`config.mk`:
```
export PLATFORM = sky130hd
export DESIGN_NAME = ex_muldiv
export DESIGN_NICKNAME = d
export VERILOG_FILES = /design/src/rtl/ex_muldiv.sv
export SDC_FILE = /design/constraint.sdc
export NUM_CORES = 2
export LEC_CHECK = 0
export ABC_AREA = 1
export ABC_CLOCK_PERIOD_IN_PS = 7600
export CELL_PAD_IN_SITES_DETAIL_PLACEMENT = 0
export CELL_PAD_IN_SITES_GLOBAL_PLACEMENT = 1
export CORE_MARGIN = 3
export CORE_UTILIZATION = 40
export CTS_CLUSTER_DIAMETER = 50
export CTS_CLUSTER_SIZE = 12
export DETAILED_ROUTE_END_ITERATION = 7
export PLACE_DENSITY = 0.86
export SKIP_CTS_REPAIR_TIMING = 1
export SYNTH_ARGS = -nofsm -noshare
export SYNTH_HDL_FRONTEND = slang
export SYNTH_SLANG_ARGS = --single-unit
```
`constraint.sdc`:
```
create_clock -name clk -period 7.6 [get_ports clk]
set_input_delay 1.14 -clock clk [delete_from_list [all_inputs] [get_ports clk]]
set_output_delay 1.14 -clock clk [all_outputs]
set_load 0.01 [all_outputs]
```
`src/rtl/ex_muldiv.sv`:
```
// Iterative RV M-extension unit beside the EX ALU: shift-add multiply (MUL_STEP bits/cycle), restoring divide (1 bit/cycle).
// Raises stallreq until the result is ready, holds it until ex_adv; flush or rst cancels any op in flight.
module ex_muldiv #(
  parameter int XLEN     = 64,
  parameter int MUL_STEP = 2
) (
  input  logic            clk,
  input  logic            rst,
  input  logic            in_valid,
  input  logic [2:0]      in_op,
  input  logic            in_word,
  input  logic [XLEN-1:0] in_src1,
  input  logic [XLEN-1:0] in_src2,
  input  logic            ex_adv,
  input  logic            flush,
  output logic            busy,
  output logic            stallreq,
  output logic            out_valid,
  output logic [XLEN-1:0] out_result
);
  localparam int CW     = $clog2(XLEN + 1);
  localparam int MULW_N = (MUL_STEP >= 32) ? 1 : 32 / MUL_STEP;
  localparam logic [CW-1:0] MUL_LAST  = CW'(XLEN / MUL_STEP - 1);
  localparam logic [CW-1:0] MULW_LAST = CW'(MULW_N - 1);
  localparam logic [CW-1:0] DIV_LAST  = CW'(XLEN - 1);
  localparam logic [CW-1:0] DIVW_LAST = CW'(31);

  typedef enum logic [1:0] {S_IDLE, S_MUL, S_DIV, S_DONE} state_t;
  state_t state, state_nx;

  logic [2:0]          op_q;
  logic                word_q, neg1_q, neg2_q;
  logic [CW-1:0]       cnt;
  logic [2*XLEN-1:0]   mcand, acc;
  logic [XLEN-1:0]     sreg, dvsr, rem, res;

  function automatic logic [XLEN-1:0] ext32(input logic [XLEN-1:0] v, input logic sgn);
    logic [XLEN-1:0] r;
    r = XLEN'(v[31:0]);
    if (sgn) r = XLEN'($signed(v[31:0]));
    return r;
  endfunction

  // Operand decode for the op being accepted this cycle
  logic            word, sgn1, sgn2, neg1, neg2, dz, ovf;
  logic [XLEN-1:0] x1, x2, m1, m2, min_v, spec_res;
  always_comb begin
    word     = in_word && (XLEN == 64);
    sgn1     = in_op[2] ? ~in_op[0] : (in_op != 3'd3);
    sgn2     = in_op[2] ? ~in_op[0] : ~in_op[1];
    x1       = word ? ext32(in_src1, sgn1) : in_src1;
    x2       = word ? ext32(in_src2, sgn2) : in_src2;
    neg1     = sgn1 & x1[XLEN-1];
    neg2     = sgn2 & x2[XLEN-1];
    m1       = neg1 ? -x1 : x1;
    m2       = neg2 ? -x2 : x2;
    min_v    = word ? ext32(XLEN'(32'h8000_0000), 1'b1) : (XLEN'(1) << (XLEN - 1));
    dz       = (x2 == '0);
    ovf      = sgn1 && (x1 == min_v) && (x2 == '1);
    spec_res = in_op[1] ? (dz ? x1 : '0) : (dz ? '1 : x1);
  end

  // One iteration of each datapath, with sign fix-up for the final step
  logic [2*XLEN-1:0] partial, acc_nx, prod;
  logic [XLEN:0]     rsh;
  logic [XLEN-1:0]   rem_nx, quo_nx, quo_f, rem_f, mul_res, div_res;
  always_comb begin
    partial = '0;
    for (int i = 0; i < MUL_STEP; i++)
      if (sreg[i]) partial = partial + (mcand << i);
    acc_nx  = acc + partial;
    prod    = (neg1_q ^ neg2_q) ? -acc_nx : acc_nx;
    mul_res = (op_q == 3'd0) ? prod[XLEN-1:0] : prod[2*XLEN-1:XLEN];
    if (word_q) mul_res = ext32(mul_res, 1'b1);

    rsh = {rem, sreg[XLEN-1]};
    if (rsh >= {1'b0, dvsr}) begin
      rem_nx = XLEN'(rsh - {1'b0, dvsr});
      quo_nx = {sreg[XLEN-2:0], 1'b1};
    end else begin
      rem_nx = rsh[XLEN-1:0];
      quo_nx = {sreg[XLEN-2:0], 1'b0};
    end
    quo_f   = (neg1_q ^ neg2_q) ? -quo_nx : quo_nx;
    rem_f   = neg1_q ? -rem_nx : rem_nx;
    div_res = op_q[1] ? rem_f : quo_f;
    if (word_q) div_res = ext32(div_res, 1'b1);
  end

  always_comb begin
    state_nx = state;
    case (state)
      S_IDLE:       if (in_valid) state_nx = !in_op[2] ? S_MUL : (dz || ovf) ? S_DONE : S_DIV;
      S_MUL, S_DIV: if (cnt == '0) state_nx = S_DONE;
      S_DONE:       if (ex_adv) state_nx = S_IDLE;
      default:      state_nx = S_IDLE;
    endcase
    if (flush) state_nx = S_IDLE;
  end

  always_ff @(posedge clk) begin
    if (rst) begin
      state  <= S_IDLE;
      op_q   <= '0;
      word_q <= 1'b0;
      neg1_q <= 1'b0;
      neg2_q <= 1'b0;
      cnt    <= '0;
      mcand  <= '0;
      acc    <= '0;
      sreg   <= '0;
      dvsr   <= '0;
      rem    <= '0;
      res    <= '0;
    end else begin
      state <= state_nx;
      case (state)
        S_IDLE: if (in_valid && !flush) begin
          op_q   <= in_op;
          word_q <= word;
          neg1_q <= neg1;
          neg2_q <= neg2;
          mcand  <= (2*XLEN)'(m1);
          acc    <= '0;
          dvsr   <= m2;
          rem    <= '0;
          res    <= word ? ext32(spec_res, 1'b1) : spec_res;
          // Divide walks the dividend from its MSB, so a W dividend is pre-aligned to the top
          if (in_op[2]) begin
            sreg <= word ? (m1 << 32) : m1;
            cnt  <= word ? DIVW_LAST : DIV_LAST;
          end else begin
            sreg <= m2;
            cnt  <= word ? MULW_LAST : MUL_LAST;
          end
        end
        S_MUL: begin
          acc   <= acc_nx;
          mcand <= mcand << MUL_STEP;
          sreg  <= sreg >> MUL_STEP;
          cnt   <= cnt - 1'b1;
          if (cnt == '0) res <= mul_res;
        end
        S_DIV: begin
          sreg <= quo_nx;
          rem  <= rem_nx;
          cnt  <= cnt - 1'b1;
          if (cnt == '0) res <= div_res;
        end
        default: ;
      endcase
    end
  end

  assign busy       = (state != S_IDLE);
  assign out_valid  = (state == S_DONE);
  assign out_result = out_valid ? res : '0;
  assign stallreq   = in_valid & ~out_valid;

  a_hold_valid: assert property (@(posedge clk) disable iff (rst)
    ((state == S_MUL || state == S_DIV) && !flush) |-> in_valid);
endmodule
```
==> metrics.log <==
[metrics] Critical Path Fanout Max: 4
[metrics] EDFF count, synth: 0
[metrics] htree depth: 3
[metrics] routability-driven placement congestion ratio: 1.16
[metrics] Via density: 5.52
[metrics] Max Freq: 132 MHz
[metrics] Core Rows: approximately 150
[metrics] part of the total power dissipated in the clock network: 0.367
[metrics] slew at the pin with the worst max-slew slack: 1.62 ns
[metrics] areal power density over the cells: approximately 130 nW/um2
[metrics] post-route clock period utilization: 0.995
[metrics] Pint: approximately 7.1 mW
[metrics] vertical extent of the die: about 420 um
[metrics] synthesis-to-layout area growth: 36.6%
[metrics] top flip-flop cell by instance count after synthesis: sky130_fd_sc_hd__dfxtp_1
[metrics] total via count after detailed routing: 96800
[metrics] maximum VDD drop: 190 uV
[metrics] Clock Sinks: 527
[metrics] most used cell, CP: sky130_fd_sc_hd__nand2_1
[metrics] Port Buffer Count: 203
[metrics] library cell with the largest summed area after synthesis: sky130_fd_sc_hd__nand2_1
[metrics] Final setup violation count: 0
[metrics] area share of the largest cell type after synthesis: 0.234
[metrics] most numerous cell in the Yosys netlist: sky130_fd_sc_hd__nand2_1
[metrics] Post-Syn Nets: about 14000
[metrics] fraction of the yosys area taken by sequential cells: 0.152
[metrics] setup repair after global routing missed its margin: yes
[metrics] Yosys cell types: 72
[metrics] initial antenna violation count: 22
[metrics] overall die area: 178000 um2
[metrics] drt first pass iters: 8
[metrics] setup clock skew after layout: between 0.06 and 0.07 ns
[metrics] fillcell total: 18600
[metrics] CP Class: reg2reg
[metrics] Iter 0 DRT Violations: 12400
[metrics] HPWL after detailed placement: approximately 340000 um
[metrics] Die W: about 420 um
[metrics] detail-routed net length per standard cell: 23.8 um
[metrics] number of nets in the final layout: approximately 16000
[metrics] violated checks: design-rule violations, max-capacitance violations, max-slew violations
[metrics] layout cells sized above 1: 0.209
[metrics] fraction of registers with async set or reset after synthesis: 0
[metrics] biggest area contributors in the synthesized netlist: sky130_fd_sc_hd__nand2_1, sky130_fd_sc_hd__dfxtp_1, sky130_fd_sc_hd__inv_1
[metrics] switching power: 5.54 mW
[metrics] Leakage Power: between 40 and 50 nW
[metrics] root cell of the clock tree: sky130_fd_sc_hd__clkbuf_16
[metrics] standard cell core area: 172000 um2
[metrics] worst relative slew slack: -0.0807
[metrics] Boundary Pins: 204
[metrics] commonest cells in the netlist: sky130_fd_sc_hd__nand2_1, sky130_fd_sc_hd__inv_1, sky130_fd_sc_hd__nor2_1
[metrics] class of the most critical hold timing path: reg2reg
[metrics] run status: complete, but fails checks
[metrics] stage delay of the slowest cell on the critical path: 0.38 ns
[metrics] Clk pin slew, worst setup/hold paths: 0.06 ns
[metrics] DRT Wirelength: 417000 um
[metrics] Mean Syn Cell Area: 5.23 um2
[metrics] sequential share of power: 0.243
[metrics] total grt overflow: 0
[metrics] number of remaining DRC errors: 17
[metrics] part of the power in combinational logic: 0.389
[metrics] placed cell area: 87500 um2
[metrics] worst skew pair latency: 0.82 ns
[metrics] wire length of the first global-routing pass: 580000 um
[metrics] launching element type of the critical path: register
[metrics] slowest cell on the critical path: sky130_fd_sc_hd__dfxtp_4
[metrics] number of global-route vias before repair: 86800
[metrics] number of standard cells after synthesis: 13300
[metrics] Antenna Violating Nets Remaining: 0
[metrics] final-report hold violation count: 0
[metrics] total routing usage reported by global routing: 0.439
[metrics] required time of the critical path: 8.26 ns
[metrics] min Tclk post-route: 7.56 ns
[metrics] FF+latch area: 10600 um2
[metrics] CP Data Arrival Time: a little over 8 ns
[metrics] TritonCTS clock tree: yes
[metrics] pin count of the biggest net entering global routing: 163
[metrics] max-cap check violation count: 3
[metrics] starting density of the core: 0.403
[metrics] max-slew violation count: 28
[metrics] Post-Syn Area: between 60000 and 70000 um2
[metrics] final instance area: between 90000 and 100000 um2
[metrics] number of flip-flops and latches in the synthesized netlist: 527
[metrics] area of the multi-input gates: 52200 um2
[metrics] endpoint kind of the worst setup timing path: register
[metrics] synth warn: 0
[metrics] sum of internal, switching and leakage power: 12.6 mW
[metrics] maximum clock path buffer count: 3
[metrics] switching power as a share of total power: 0.438
[metrics] number of CTS-inserted buffers: 95
-- worst max-delay path: cells and delay by family, from the launching register on --
family          cells  cell delay (ns)
compound gates     13             1.93
fa+ha+maj           2             0.63
buf+inv            10             1.32
flops               1             0.38
simple gates       29             3.15
-- stage by stage --
step / TNS, ns / instances / setup WS (ns) / hold slack, ns / utilization
floorplan: 0 / 13300 / 0.757 / 0.442 / -
detailed placement: -49.01 / 17300 / -1.59 / 0.457 / 0.509
global route: -5.38 / 17500 / -0.298 / 0.482 / 0.550
finish: 0 / 17500 / 0.0351 / 0.468 / 0.550
CTS: -50.40 / 17500 / -1.57 / 0.467 / 0.529
global placement: -52.52 / 17300 / -1.64 / 0.454 / 0.509
-- layer usage --
| metal | share of wire | routed length (um) | global-route usage | vias to the layer above |
|---|---|---|---|---|
| met5 | 0.00024 | 102 | 0 | - |
| met4 | 0.096 | 40200 | 0.342 | 16 |
| met3 | 0.10 | 43300 | 0.0966 | 1299 |
| met2 | 0.42 | 173000 | 0.665 | 5297 |
| met1 | 0.38 | 160000 | 0.540 | 44000 |
| li1 | - | - | - | 46200 |
-- area by class of cell --
cell class,count,share of cell area
multi-input cells,10200,0.552
repair buffers,2217,0.188
flip-flops and latches,527,0.112
inverters,2065,0.0820
well taps,2310,0.0306
clock buffers,108,0.0266
clock inverters,69,0.00932
diodes,15,0.000397
-- logic make-up (layout without fill, tap and decap cells) --
kind of cell | count (synthesis) | count (layout) | synth area share
XOR/XNOR | 264 | 264 | 0.0334
buffers and inverters | 2506 | 4459 | 0.139
AO/OA/AOI/OAI | 2632 | 2632 | 0.207
adder cells (fa/ha/maj) | 283 | 283 | 0.0514
multiplexers | 1 | 1 | 0.000144
flip-flops | 527 | 527 | 0.152
AND/OR/NAND/NOR | 7037 | 7038 | 0.417
other | 0 | 15 | 0
-- placed cells by master, fill, tap and decap left out, types with 134 or more instances in the layout --
| master | n |
|---|---|
| sky130_fd_sc_hd__nor2_1 | 1163 |
| sky130_fd_sc_hd__dfxtp_1 | 523 |
| sky130_fd_sc_hd__o21ai_0 | 809 |
| sky130_fd_sc_hd__nand2_1 | 4106 |
| sky130_fd_sc_hd__ha_1 | 238 |
| sky130_fd_sc_hd__nand2_2 | 231 |
| sky130_fd_sc_hd__nand3_1 | 676 |
| sky130_fd_sc_hd__xor2_1 | 176 |
| sky130_fd_sc_hd__clkdlybuf4s50_1 | 200 |
| sky130_fd_sc_hd__a21oi_1 | 1109 |
| sky130_fd_sc_hd__nand4_1 | 134 |
| sky130_fd_sc_hd__nor2_2 | 205 |
| sky130_fd_sc_hd__inv_1 | 1993 |
| sky130_fd_sc_hd__buf_4 | 1963 |
-- flip-flops by register name (all words and copies together) (netlist names) --
register / flops
op_q: 3
mcand: 128
cnt: 7
res: 64
dvsr: 64
state: 2
word_q: 1
neg1_q: 1
neg2_q: 1
sreg: 64
acc: 128
rem: 64
-- worst paths after layout --
| path | start | end | slack, ns | cells after the start |
|---|---|---|---|---|
| hold reg to reg | res[0] | res[0] | 0.47 | 2 |
| setup / recovery | sreg[0] | res[44] | 0.04 | 54 |
| setup reg to reg | sreg[0] | res[44] | 0.04 | 54 |
| hold / removal | res[0] | res[0] | 0.47 | 2 |
-- power groups by stage --
stage          Clock (mW)  Combinational [mW]  Sequential (mW)
5_1_grt              4.78                5.15             3.08
6_report             4.65                4.92             3.08
3_3_place_gp            0                4.51             3.12
4_1_cts              4.67                4.53             3.06
3_5_place_dp            0                4.51             3.12
2_1_floorplan           0                2.53             3.06
Note: power is estimated with default switching activity, not from simulation.
